<file path="src/rtl/pe_simd_db_pkg.sv">
// pe_simd_db_pkg: shared definitions for the SIMD dual-bank processing element.
//   state_e  - controller states (IDLE, ACCUM, DONE, DRAIN)
//   sat_max  - largest signed value representable in <width> bits (LSB-aligned)
//   sat_min  - smallest signed value representable in <width> bits (LSB-aligned)
package pe_simd_db_pkg;

  typedef enum logic [1:0] {
    ST_IDLE  = 2'd0,
    ST_ACCUM = 2'd1,
    ST_DONE  = 2'd2,
    ST_DRAIN = 2'd3
  } state_e;

  function automatic logic [63:0] sat_max(input int unsigned width);
    return (64'd1 << (width - 1)) - 64'd1;
  endfunction

  function automatic logic [63:0] sat_min(input int unsigned width);
    return 64'd1 << (width - 1);
  endfunction

endpackage

</file>
<file path="src/rtl/pe_simd_db_if.sv">
// pe_simd_db_if: operand/control/result bundle of the processing element.
//   Control : mode, os_drain, wgt_load, wgt_swap, in_valid, acc_len
//   Operands: act_data_in, wgt_data_in, result_in
//   Results : act_data_out, act_valid_out, result_out, out_valid, acc_done, sat_flag
// master = the side driving operands (array / bench), slave = the PE.
interface pe_simd_db_if #(
  parameter int unsigned ACT_WIDTH    = 8,
  parameter int unsigned WGT_WIDTH    = 8,
  parameter int unsigned PE_OUT_WIDTH = 32,
  parameter int unsigned LANES        = 2,
  parameter int unsigned CNT_WIDTH    = 8
);
  logic                          mode;
  logic                          os_drain;
  logic                          wgt_load;
  logic                          wgt_swap;
  logic                          in_valid;
  logic [LANES*ACT_WIDTH-1:0]    act_data_in;
  logic [LANES*WGT_WIDTH-1:0]    wgt_data_in;
  logic [PE_OUT_WIDTH-1:0]       result_in;
  logic [CNT_WIDTH-1:0]          acc_len;
  logic [LANES*ACT_WIDTH-1:0]    act_data_out;
  logic                          act_valid_out;
  logic [PE_OUT_WIDTH-1:0]       result_out;
  logic                          out_valid;
  logic                          acc_done;
  logic                          sat_flag;

  modport master (
    output mode, os_drain, wgt_load, wgt_swap, in_valid,
           act_data_in, wgt_data_in, result_in, acc_len,
    input  act_data_out, act_valid_out, result_out, out_valid, acc_done, sat_flag
  );

  modport slave (
    input  mode, os_drain, wgt_load, wgt_swap, in_valid,
           act_data_in, wgt_data_in, result_in, acc_len,
    output act_data_out, act_valid_out, result_out, out_valid, acc_done, sat_flag
  );
endinterface

</file>
<file path="src/rtl/pe_lane_mac.sv">
// pe_lane_mac: stage 1 of the PE. LANES signed multipliers, an adder tree
// at full precision, and the stage-1 sum/valid register.
//   clk, reset : clock, synchronous active-high reset
//   valid_i    : operands accepted this cycle
//   act_i      : packed signed activations, lane 0 in the LSBs
//   wgt_i      : packed signed weights, lane 0 in the LSBs
//   sum_o      : registered sum of lane products (SUM_W bits, signed)
//   valid_o    : registered valid_i
module pe_lane_mac #(
  parameter int unsigned ACT_WIDTH = 8,
  parameter int unsigned WGT_WIDTH = 8,
  parameter int unsigned LANES     = 2,
  parameter int unsigned SUM_W     = 17
) (
  input  logic                        clk,
  input  logic                        reset,
  input  logic                        valid_i,
  input  logic [LANES*ACT_WIDTH-1:0]  act_i,
  input  logic [LANES*WGT_WIDTH-1:0]  wgt_i,
  output logic signed [SUM_W-1:0]     sum_o,
  output logic                        valid_o
);
  localparam int unsigned PROD_W = ACT_WIDTH + WGT_WIDTH;

  logic signed [ACT_WIDTH-1:0] act_l  [LANES];
  logic signed [WGT_WIDTH-1:0] wgt_l  [LANES];
  logic signed [PROD_W-1:0]    prod_l [LANES];
  logic signed [SUM_W-1:0]     sum_d, sum_q;
  logic                        valid_q;

  always_comb begin
    sum_d = '0;
    for (int unsigned i = 0; i < LANES; i++) begin
      act_l[i]  = act_i[i*ACT_WIDTH +: ACT_WIDTH];
      wgt_l[i]  = wgt_i[i*WGT_WIDTH +: WGT_WIDTH];
      prod_l[i] = PROD_W'(act_l[i]) * PROD_W'(wgt_l[i]);
      sum_d     = sum_d + SUM_W'(prod_l[i]);
    end
  end

  always_ff @(posedge clk) begin
    if (reset) begin
      sum_q   <= '0;
      valid_q <= 1'b0;
    end else begin
      valid_q <= valid_i;
      if (valid_i) sum_q <= sum_d;
    end
  end

  assign sum_o   = sum_q;
  assign valid_o = valid_q;
endmodule

</file>
<file path="src/rtl/pe_simd_db.sv">
// pe_simd_db: SIMD multiply-accumulate processing element with double-buffered
// weights, weight-stationary (WS) and output-stationary (OS) modes.
//   clk, reset : clock, synchronous active-high reset
//   bus        : pe_simd_db_if slave (operands, control, results)
// Stage 1 (pe_lane_mac) sums LANES products; stage 2 adds that sum to either
// the registered result_in (WS) or the accumulator (OS), with optional
// saturation. A small FSM sequences OS accumulation and the drain chain.
module pe_simd_db #(
  parameter int unsigned ACT_WIDTH    = 8,
  parameter int unsigned WGT_WIDTH    = 8,
  parameter int unsigned PE_OUT_WIDTH = 32,
  parameter int unsigned LANES        = 2,
  parameter int unsigned SATURATE     = 1,
  parameter int unsigned CNT_WIDTH    = 8
) (
  input logic         clk,
  input logic         reset,
  pe_simd_db_if.slave bus
);
  import pe_simd_db_pkg::*;

  localparam int unsigned SUM_W = ACT_WIDTH + WGT_WIDTH + $clog2(LANES);
  localparam int unsigned EXT_W = ((PE_OUT_WIDTH > SUM_W) ? PE_OUT_WIDTH : SUM_W) + 1;
  localparam logic [63:0] MAX64 = sat_max(PE_OUT_WIDTH);
  localparam logic [63:0] MIN64 = sat_min(PE_OUT_WIDTH);
  localparam logic [PE_OUT_WIDTH-1:0] OUT_MAX = MAX64[PE_OUT_WIDTH-1:0];
  localparam logic [PE_OUT_WIDTH-1:0] OUT_MIN = MIN64[PE_OUT_WIDTH-1:0];

  state_e                          state_q, state_d;
  logic                            mode_q, mode_d;
  logic [CNT_WIDTH-1:0]            cnt_q, cnt_d;
  logic                            first_q, first_d;
  logic                            sat_q, sat_d;
  logic signed [PE_OUT_WIDTH-1:0]  acc_q, acc_d;
  logic signed [PE_OUT_WIDTH-1:0]  rin_q;
  logic                            s1_os_q;
  logic                            out_vld_q;
  logic [LANES*WGT_WIDTH-1:0]      shadow_q, active_q;
  logic [LANES*ACT_WIDTH-1:0]      act_out_q;
  logic                            act_vld_q;

  logic                            cur_os, accept, complete, wr_en, ovf;
  logic [LANES*WGT_WIDTH-1:0]      wgt_sel;
  logic signed [SUM_W-1:0]         s1_sum;
  logic                            s1_valid;
  logic signed [PE_OUT_WIDTH-1:0]  operand;
  logic signed [EXT_W-1:0]         total;

  // The latched mode only updates in IDLE, so the IDLE cycle itself must look
  // at the live mode input to pick the weight source.
  assign cur_os   = (state_q == ST_IDLE) ? bus.mode : mode_q;
  assign accept   = bus.in_valid && !bus.os_drain &&
                    ((state_q == ST_IDLE) || (state_q == ST_ACCUM));
  assign wgt_sel  = cur_os ? bus.wgt_data_in : active_q;
  assign complete = (bus.acc_len != '0) && (cnt_q == bus.acc_len);

  pe_lane_mac #(
    .ACT_WIDTH (ACT_WIDTH),
    .WGT_WIDTH (WGT_WIDTH),
    .LANES     (LANES),
    .SUM_W     (SUM_W)
  ) u_lane_mac (
    .clk     (clk),
    .reset   (reset),
    .valid_i (accept),
    .act_i   (bus.act_data_in),
    .wgt_i   (wgt_sel),
    .sum_o   (s1_sum),
    .valid_o (s1_valid)
  );

  // OS writes are only allowed while accumulating and before the count is met;
  // anything landing during a drain is dropped.
  assign wr_en   = s1_valid && !bus.os_drain && (state_q != ST_DRAIN) &&
                   (!s1_os_q || ((state_q == ST_ACCUM) && !complete));
  assign operand = s1_os_q ? (first_q ? '0 : acc_q) : rin_q;
  assign total   = EXT_W'(operand) + EXT_W'(s1_sum);
  assign ovf     = (total[EXT_W-1:PE_OUT_WIDTH-1] != '0) &&
                   (total[EXT_W-1:PE_OUT_WIDTH-1] != '1);

  always_comb begin
    state_d = state_q;
    mode_d  = mode_q;
    cnt_d   = cnt_q;
    first_d = first_q;
    acc_d   = acc_q;
    sat_d   = sat_q;

    if (state_q == ST_IDLE) mode_d = bus.mode;

    unique case (state_q)
      ST_IDLE: begin
        if (accept && bus.mode) begin
          state_d = ST_ACCUM;
          cnt_d   = '0;
          first_d = 1'b1;
        end
      end
      ST_ACCUM: if (complete) state_d = ST_DONE;
      ST_DONE:  ;
      ST_DRAIN: if (!bus.os_drain) state_d = ST_IDLE;
      default:  state_d = ST_IDLE;
    endcase

    if (wr_en) begin
      if ((SATURATE != 0) && ovf) begin
        acc_d = total[EXT_W-1] ? OUT_MIN : OUT_MAX;
        sat_d = 1'b1;
      end else begin
        acc_d = total[PE_OUT_WIDTH-1:0];
      end
      if (s1_os_q) begin
        cnt_d   = cnt_q + 1'b1;
        first_d = 1'b0;
      end
    end

    if (bus.os_drain) begin
      state_d = ST_DRAIN;
      acc_d   = bus.result_in;
    end
  end

  always_ff @(posedge clk) begin
    if (reset) begin
      state_q   <= ST_IDLE;
      mode_q    <= 1'b0;
      cnt_q     <= '0;
      first_q   <= 1'b0;
      sat_q     <= 1'b0;
      acc_q     <= '0;
      rin_q     <= '0;
      s1_os_q   <= 1'b0;
      out_vld_q <= 1'b0;
      shadow_q  <= '0;
      active_q  <= '0;
      act_out_q <= '0;
      act_vld_q <= 1'b0;
    end else begin
      state_q   <= state_d;
      mode_q    <= mode_d;
      cnt_q     <= cnt_d;
      first_q   <= first_d;
      sat_q     <= sat_d;
      acc_q     <= acc_d;
      out_vld_q <= wr_en;
      act_out_q <= bus.act_data_in;
      act_vld_q <= bus.in_valid;
      if (accept) begin
        rin_q   <= bus.result_in;
        s1_os_q <= cur_os;
      end
      // Non-blocking update gives load+swap the old shadow in the active bank.
      if (bus.wgt_load) shadow_q <= bus.wgt_data_in;
      if (bus.wgt_swap) active_q <= shadow_q;
    end
  end

  assign bus.act_data_out  = act_out_q;
  assign bus.act_valid_out = act_vld_q;
  assign bus.result_out    = acc_q;
  assign bus.out_valid     = out_vld_q;
  assign bus.acc_done      = (state_q == ST_DONE);
  assign bus.sat_flag      = sat_q;
endmodule
</file>
<file path="src/flat_wrapper.sv">
// flat-port wrapper written by rule: the top's interface ports become plain ports
module pe_simd_db_flat import pe_simd_db_pkg::*;
#(
  parameter int unsigned ACT_WIDTH    = 8,
  parameter int unsigned WGT_WIDTH    = 8,
  parameter int unsigned PE_OUT_WIDTH = 32,
  parameter int unsigned LANES        = 2,
  parameter int unsigned SATURATE     = 1,
  parameter int unsigned CNT_WIDTH    = 8
)
  (clk, reset, bus_mode, bus_os_drain, bus_wgt_load, bus_wgt_swap, bus_in_valid, bus_act_data_in, bus_wgt_data_in, bus_result_in, bus_acc_len, bus_act_data_out, bus_act_valid_out, bus_result_out, bus_out_valid, bus_acc_done, bus_sat_flag);
  pe_simd_db_if #(.ACT_WIDTH(ACT_WIDTH), .WGT_WIDTH(WGT_WIDTH), .PE_OUT_WIDTH(PE_OUT_WIDTH), .LANES(LANES), .CNT_WIDTH(CNT_WIDTH)) bus_i ();
  input logic clk;
  input logic reset;
  input wire logic [$bits(bus_i.mode)-1:0] bus_mode;
  input wire logic [$bits(bus_i.os_drain)-1:0] bus_os_drain;
  input wire logic [$bits(bus_i.wgt_load)-1:0] bus_wgt_load;
  input wire logic [$bits(bus_i.wgt_swap)-1:0] bus_wgt_swap;
  input wire logic [$bits(bus_i.in_valid)-1:0] bus_in_valid;
  input wire logic [$bits(bus_i.act_data_in)-1:0] bus_act_data_in;
  input wire logic [$bits(bus_i.wgt_data_in)-1:0] bus_wgt_data_in;
  input wire logic [$bits(bus_i.result_in)-1:0] bus_result_in;
  input wire logic [$bits(bus_i.acc_len)-1:0] bus_acc_len;
  output wire logic [$bits(bus_i.act_data_out)-1:0] bus_act_data_out;
  output wire logic [$bits(bus_i.act_valid_out)-1:0] bus_act_valid_out;
  output wire logic [$bits(bus_i.result_out)-1:0] bus_result_out;
  output wire logic [$bits(bus_i.out_valid)-1:0] bus_out_valid;
  output wire logic [$bits(bus_i.acc_done)-1:0] bus_acc_done;
  output wire logic [$bits(bus_i.sat_flag)-1:0] bus_sat_flag;
  assign bus_i.mode = bus_mode;
  assign bus_i.os_drain = bus_os_drain;
  assign bus_i.wgt_load = bus_wgt_load;
  assign bus_i.wgt_swap = bus_wgt_swap;
  assign bus_i.in_valid = bus_in_valid;
  assign bus_i.act_data_in = bus_act_data_in;
  assign bus_i.wgt_data_in = bus_wgt_data_in;
  assign bus_i.result_in = bus_result_in;
  assign bus_i.acc_len = bus_acc_len;
  assign bus_act_data_out = bus_i.act_data_out;
  assign bus_act_valid_out = bus_i.act_valid_out;
  assign bus_result_out = bus_i.result_out;
  assign bus_out_valid = bus_i.out_valid;
  assign bus_acc_done = bus_i.acc_done;
  assign bus_sat_flag = bus_i.sat_flag;
  pe_simd_db #(.ACT_WIDTH(ACT_WIDTH), .WGT_WIDTH(WGT_WIDTH), .PE_OUT_WIDTH(PE_OUT_WIDTH), .LANES(LANES), .SATURATE(SATURATE), .CNT_WIDTH(CNT_WIDTH)) u_core (.clk(clk), .reset(reset), .bus(bus_i));
endmodule
</file>
<file path="config.mk">
export PLATFORM = sky130hd
export DESIGN_NAME = pe_simd_db_flat
export DESIGN_NICKNAME = d
export VERILOG_FILES = /design/src/rtl/pe_simd_db_pkg.sv /design/src/rtl/pe_simd_db_if.sv /design/src/rtl/pe_lane_mac.sv /design/src/rtl/pe_simd_db.sv /design/src/flat_wrapper.sv
export SDC_FILE = /design/constraint.sdc
export NUM_CORES = 1
export LEC_CHECK = 0
export ABC_AREA = 1
export BUFFER_PORTS_ARGS = -buffer_cell sky130_fd_sc_hd__buf_2
export CORE_MARGIN = 2
export CORE_UTILIZATION = 45
export CTS_BUF_LIST = sky130_fd_sc_hd__clkbuf_2
export DETAILED_ROUTE_END_ITERATION = 6
export PLACE_DENSITY = 0.69
export REMOVE_ABC_BUFFERS = 1
export SLEW_MARGIN = 25
export SYNTH_ARGS = -nofsm -noshare
export SYNTH_HDL_FRONTEND = slang
export SYNTH_SLANG_ARGS = --single-unit
</file>
<file path="constraint.sdc">
create_clock -name clk -period 7.77 [get_ports clk]
set_clock_uncertainty 0.2 [all_clocks]
set_input_delay 0.777 -clock clk [delete_from_list [all_inputs] [get_ports clk]]
set_output_delay 0.777 -clock clk [all_outputs]
set_load 0.005 [all_outputs]
</file>
==> flow_metrics.py, run 1 <==
metrics = {
    "outcome": {
        "outcome": "finished clean",
    },
    "sta": {
        "setup_violations": 0,
        "period_share": 0.878,
        "setup_tns_ns": 0,
        "max_freq_mhz": 147,
        "hold_viol": 0,
        "worst_pin_slew_ns": 0.943,
        "fin_crit_ns": 6.82,
        "slew_violations": 0,
        "rsz0062_at_grt": "false",
        "relSlewSlack": 0.364,
    },
    "floorplanning": {
        "ios": 131,
        "core.rowCount": 64,
        "die_area_sq_mm": 0.0320,
        "start_util": 0.454,
        "fp.dieH_um": 179,
        "core_sq_mm": 0.0303,
        "die_x_um": 179,
    },
    "setup_path": {
        "critical_path_buf_inv_count": 3,
        "cpMaxStageDelayCell": "o21ai_0",
        "worst_path_dominant_cell_family": "adder cells",
        "path_class": "flip-flop to flip-flop",
        "path_max_fanout": 11,
        "critical_path_required_ns": 8.31,
        "start_kind": "flip-flop",
        "crit_path_end_kind": "flip-flop",
        "cpMostUsedCell": "fa_1",
        "cp.arrival_ns": 7.37,
        "crit_path_max_incr_delay_ns": 0.80,
    },
    "clock_network": {
        "cts.clk_slew.worst_paths_ns": 0.22,
        "cts_tree": "done",
        "htree_levels": 4,
        "clock-root-buffer": "clkbuf_2",
        "cts_buffer_depth": 2,
        "cts_resized": 0,
        "cts-buffers-inserted": 17,
        "numClockSinks": 146,
        "insertion_delay_ns": 0.84,
        "post_cts_buffers": 0,
        "cts_hold_buf": 47,
    },
    "global_routing": {
        "grt_max_degree": 76,
        "grt.overflow.total": 0,
        "antenna_found_initial": 1,
        "grt_pass1_wl_mm": 60.8,
        "grtUsageTotal": 0.242,
        "grt_pass1_vias": 12700,
    },
    "cells_and_area": {
        "fill_cells": 3011,
        "fin_nets": 2363,
        "regArea_sq_mm": 0.00292,
        "syn2layout_area_growth_pct": 12.4,
        "drive_above_1_share": 0.111,
        "multi_input_area_sq_mm": 0.00923,
        "layout_common_cells": "inv_1, nand2_1, nor2_1",
        "layout_commonest_cell": "inv_1",
    },
    "placed_design": {
        "place.port_buffers": 130,
        "dp_hpwl_mm": 28.9,
        "gp_congestion": 0.944,
    },
    "drt": {
        "ant_nets": 0,
        "vias_per_cell": 5.09,
        "first_pass_iters": 6,
        "wirelength_mm": 37.0,
        "drtIter0Drc": 803,
        "vias": 12500,
        "wl_per_cell_um": 15.0,
        "drcViolationCount": 0,
    },
    "worst_hold_path": {
        "min_path_type": "input pin to flip-flop",
    },
    "synth": {
        "yosys_warnings": 0,
        "synthDistinctLibCells": 44,
        "postSynthCellCount": 1908,
        "netlist_area_sq_mm": 0.0138,
        "synth_seq_cells": 146,
        "postSynthAreaPerCell_sq_um": 7.22,
        "ys_seq_area_frac": 0.212,
    },
    "job": {
        "maxCapViolations": 0,
    },
}
area by class of cell:
type | instances | share of cell area
Multi-Input combinational cell | 1341 | 0.596
Sequential cell | 146 | 0.189
Inverter | 362 | 0.0881
Timing Repair Buffer | 186 | 0.0768
Tap cell | 396 | 0.0320
Clock inverter | 13 | 0.0120
Clock buffer | 18 | 0.00582
Antenna cell | 1 | 0.000162
sequential cells by signal, summed over array words and instances (netlist names):
signal	cells
u_core.first_q	1
u_core.bus.act_data_out	16
u_core.bus.result_out	32
u_core.cnt_q	8
u_core.bus.out_valid	1
u_core.shadow_q	16
u_core.bus.sat_flag	1
u_core.active_q	16
u_core.rin_q	32
u_core.state_q	2
u_core.bus.act_valid_out	1
u_core.u_lane_mac.sum_o	17
u_core.mode_q	1
u_core.s1_os_q	1
u_core.u_lane_mac.valid_o	1
path summary, 6_finish.rpt:
kind / end / slack (ns) / cells after the start / startpoint
setup / recovery: u_core.u_lane_mac.sum_o[16] / 0.95 / 25 / u_core.state_q[1]
setup reg to reg: u_core.u_lane_mac.sum_o[16] / 0.95 / 25 / u_core.state_q[1]
hold / removal: u_core.rin_q[7] / 0.09 / 3 / bus_result_in[7]
hold reg to reg: u_core.rin_q[7] / 0.26 / 2 / u_core.rin_q[7]
cells in the mapped netlist (all sizes together):
cell	number	area [sq um]
nand3b	3	22.5
clkbuf	46	173
nand4	12	75.1
o31ai	1	7.51
nor3	10	50.1
nor2	266	998
buf	13	85.1
clkinv	1	3.75
o221ai	1	8.76
fa	144	2880
and2	3	20.0
and3	4	25.0
o21a	10	75.1
a31oi	3	18.8
dfxtp	146	2920
ha	86	1080
inv	361	1360
or2	23	144
a41oi	1	8.76
a31o	1	8.76
o21bai	15	113
xor2	25	219
nand3	95	495
o211ai	5	37.5
xnor2	18	158
o221a	1	11.3
o21ai	162	811
nand2	334	1300
a21o	3	23.8
a21oi	115	636
metrics by stage:
stage / hold slack, ns / std cells / util / instance area, sq um / setup WS [ns]
CTS: 0.00171 / 2462 / 0.510 / 15500 / 1.02
global placement: 0.235 / 2384 / 0.485 / 14700 / 0.779
floorplan: 0.227 / 1849 / - / 13500 / 0.583
finish: 0.0931 / 2463 / 0.510 / 15500 / 0.946
detailed placement: 0.243 / 2384 / 0.485 / 14700 / 0.649
global route: 0.0143 / 2463 / 0.510 / 15500 / 0.536
worst min-delay path, delay by kind of cell:
kind,cells,cell delay (ns)
buffers and inverters,1,0.12
AO/OA/AOI/OAI,2,0.19
kinds of logic after synthesis:
| kind of cell | Yosys count | share of synthesized area |
|---|---|---|
| compound gates | 318 | 0.128 |
| xor+xnor | 43 | 0.0274 |
| fa+ha+maj | 230 | 0.288 |
| buf+inv | 421 | 0.118 |
| flops | 146 | 0.212 |
| simple gates | 750 | 0.227 |
layer usage:
layer / GRT usage / up-vias / part of all wire
met5: 0 / - / 0
met4: 0.0847 / 0 / 0.028
met3: 0.0416 / 72 / 0.055
met2: 0.437 / 372 / 0.50
met1: 0.287 / 5885 / 0.42
li1: - / 6204 / -
Power of run 1 is not shown: default switching activity piles up to over one toggle a cycle in this logic, so the estimate is an artifact.
==> run 2, diff against run 1 <==
--- a/config.mk
+++ b/config.mk
@@ -10,8 +10,10 @@
 export CORE_MARGIN = 2
 export CORE_UTILIZATION = 45
 export CTS_BUF_LIST = sky130_fd_sc_hd__clkbuf_2
+export CTS_CLUSTER_DIAMETER = 50
 export DETAILED_ROUTE_END_ITERATION = 6
 export PLACE_DENSITY = 0.69
+export RECOVER_POWER = 25
 export REMOVE_ABC_BUFFERS = 1
 export SLEW_MARGIN = 25
 export SYNTH_ARGS = -nofsm -noshare
==> constraint.sdc (replaced) <==
create_clock -name clk -period 7.29 [get_ports clk]
set_clock_uncertainty 0.2 [all_clocks]
set_input_delay 0.729 -clock clk [delete_from_list [all_inputs] [get_ports clk]]
set_output_delay 0.729 -clock clk [all_outputs]
set_load 0.005 [all_outputs]
==> run 2 against run 1 <==
Compared with the run above:
- the flow now finishes with violations (capacitance limit, slew limit)
- wire length is 0.12% lower
- via count is 0.60% lower
- die area stayed put
- global-route usage is 0.30 points lower
- worst setup slack worse by 0.57 ns
==> flow_metrics.py, run 2 (synthesis results as in run 1) <==
metrics = {
    "sta": {
        "relSlewSlack": -0.966,
        "rsz0062_at_grt": "false",
        "period_share": 0.948,
        "setup_violations": 0,
        "fin_hold_ws_ns": 0.0501,
        "worst_pin_slew_ns": 2.95,
        "hold_viol": 0,
        "slew_violations": 44,
        "max_freq_mhz": 145,
        "fin_crit_ns": 6.91,
        "setup_tns_ns": 0,
    },
    "worst_hold_path": {
        "hold_end": "u_core.rin_q[29]",
        "min_from": "bus_result_in[29]",
        "hold_depth": 3,
        "min_path_type": "input pin to flip-flop",
    },
    "setup_path": {
        "rrSetupSlack_ns": 0.38,
        "start_kind": "flip-flop",
        "crit_path_end_kind": "flip-flop",
        "cpMaxStageDelayCell": "fa_1",
        "critical_path_buf_inv_count": 6,
        "cpMostUsedCell": "fa_1",
        "r2r_start": "u_core.state_q[1]",
        "crit_chain": "nor2_1, nand2_1, o21ai_1, buf_4, or2_2, o21ai_1, nor2_1, inv_1, fa_1, inv_1, fa_1, inv_1, fa_1, inv_1, fa_1, fa_1, fa_1, ha_1, inv_1, nor3_1, o211ai_1, nand3_1, nand2_1, o221a_2",
        "cp.arrival_ns": 7.38,
        "crit_path_max_incr_delay_ns": 0.74,
        "critical_path_required_ns": 7.76,
        "regToRegEndpoint": "u_core.u_lane_mac.sum_o[15]",
        "worst_path_dominant_cell_family": "adder cells",
        "reg2regPathDepth": 24,
        "path_class": "flip-flop to flip-flop",
        "path_max_fanout": 23,
    },
    "global_routing": {
        "grtUsageTotal": 0.239,
        "grt_pass1_wl_mm": 60.2,
        "grt_pass1_vias": 12400,
        "grt.overflow.total": 0,
        "grt_max_degree": 105,
        "antenna_found_initial": 1,
    },
    "job": {
        "maxCapViolations": 1,
    },
    "drt": {
        "drtIter0Drc": 748,
        "vias_per_cell": 5.07,
        "wirelength_mm": 36.9,
        "vias": 12500,
        "drcViolationCount": 0,
        "first_pass_iters": 5,
        "wl_per_cell_um": 15.0,
        "ant_nets": 0,
    },
    "cells_and_area": {
        "drive_above_1_share": 0.111,
        "fin_nets": 2355,
        "fin_util": 0.506,
        "layout_commonest_cell": "inv_1",
        "layout_common_cells": "inv_1, nand2_1, nor2_1",
        "syn2layout_area_growth_pct": 11.6,
    },
    "clock_network": {
        "insertion_delay_ns": 0.81,
        "cts-buffers-inserted": 17,
        "cts.clk_slew.worst_paths_ns": 0.24,
        "clock-root-buffer": "clkbuf_2",
        "htree_levels": 4,
        "cts_tree": "done",
        "numClockSinks": 146,
        "cts_buffer_depth": 2,
    },
    "placed_design": {
        "dp_hpwl_mm": 28.8,
        "gp_congestion": 0.931,
        "place.port_buffers": 130,
    },
    "floorplanning": {
        "start_util": 0.454,
        "core_sq_mm": 0.0303,
        "ios": 131,
        "die_x_um": 179,
        "core.rowCount": 64,
        "fp.dieH_um": 179,
        "die_area_sq_mm": 0.0320,
    },
    "outcome": {
        "outcome": "finished with violations",
        "violations": "capacitance limit, slew limit",
    },
}
[run 2: cell types whose count changed in the layout (fill, tap and decap cells not counted), sizes merged]
cell,previous run,this run
bufinv,4,2
clkinv,5,10
clkinvlp,4,2
dlygate4sd3,47,38
inv,362,363
[run 2: worst max path at each step]
stage | start | endpoint | cells past startpoint
after CTS | u_core.state_q[1] | u_core.u_lane_mac.sum_o[15] | 24
final | u_core.state_q[1] | u_core.u_lane_mac.sum_o[15] | 24
after floorplan | bus_mode | u_core.u_lane_mac.sum_o[14] | 25
after global routing | u_core.state_q[1] | u_core.u_lane_mac.sum_o[16] | 25
after detailed placement | bus_mode | u_core.u_lane_mac.sum_o[15] | 25
after global placement | bus_mode | u_core.u_lane_mac.sum_o[15] | 25
[run 2: repair_timing]
action	4_1_cts	5_1_grt
setup buffers	0	0
hold buffers	38	0
resized for setup	0	0
endpoints found under the hold margin	38	0
[run 2: final cells by class]
class / count / area, sq um
Inverter: 362 / 1360
Clock inverter: 15 / 158
Antenna cell: 1 / 2.50
Timing Repair Buffer: 178 / 1100
Clock buffer: 17 / 85.1
Fill cell: 3006 / 15000
Sequential cell: 146 / 2920
Tap cell: 396 / 495
Multi-Input combinational cell: 1341 / 9230
[run 2: per-layer routing]
metal,global-route usage,routed length (um),vias to the layer above
li1,-,-,6184
met1,0.294,16000,5926
met2,0.428,18400,298
met3,0.0324,1760,50
met4,0.0772,797,0
met5,0,0,-
[run 2: through the flow]
stage | std cells | worst slack, ns | instance area [sq um]
finish | 2456 | 0.380 | 15400
global route | 2456 | 0.00969 | 15400
CTS | 2455 | 0.363 | 15400
detailed placement | 2385 | 0.132 | 14700
global placement | 2385 | 0.215 | 14700
floorplan | 1849 | 0.151 | 13500
[run 2: worst reg2reg max path, cell delays in order, from the launching register on]
cell and delay (ns):
dfxtp_1 0.41, nor2_1 0.20, nand2_1 0.07, o21ai_1 0.17, buf_4 0.31, or2_2 0.15
o21ai_1 0.21, nor2_1 0.35, inv_1 0.12, fa_1 0.74, inv_1 0.10, fa_1 0.48
inv_1 0.05, fa_1 0.47, inv_1 0.05, fa_1 0.46, fa_1 0.51, fa_1 0.43
ha_1 0.37, inv_1 0.10, nor3_1 0.30, o211ai_1 0.19, nand3_1 0.11, nand2_1 0.06
o221a_2 0.23
Power of run 2 is left out for the same reason.
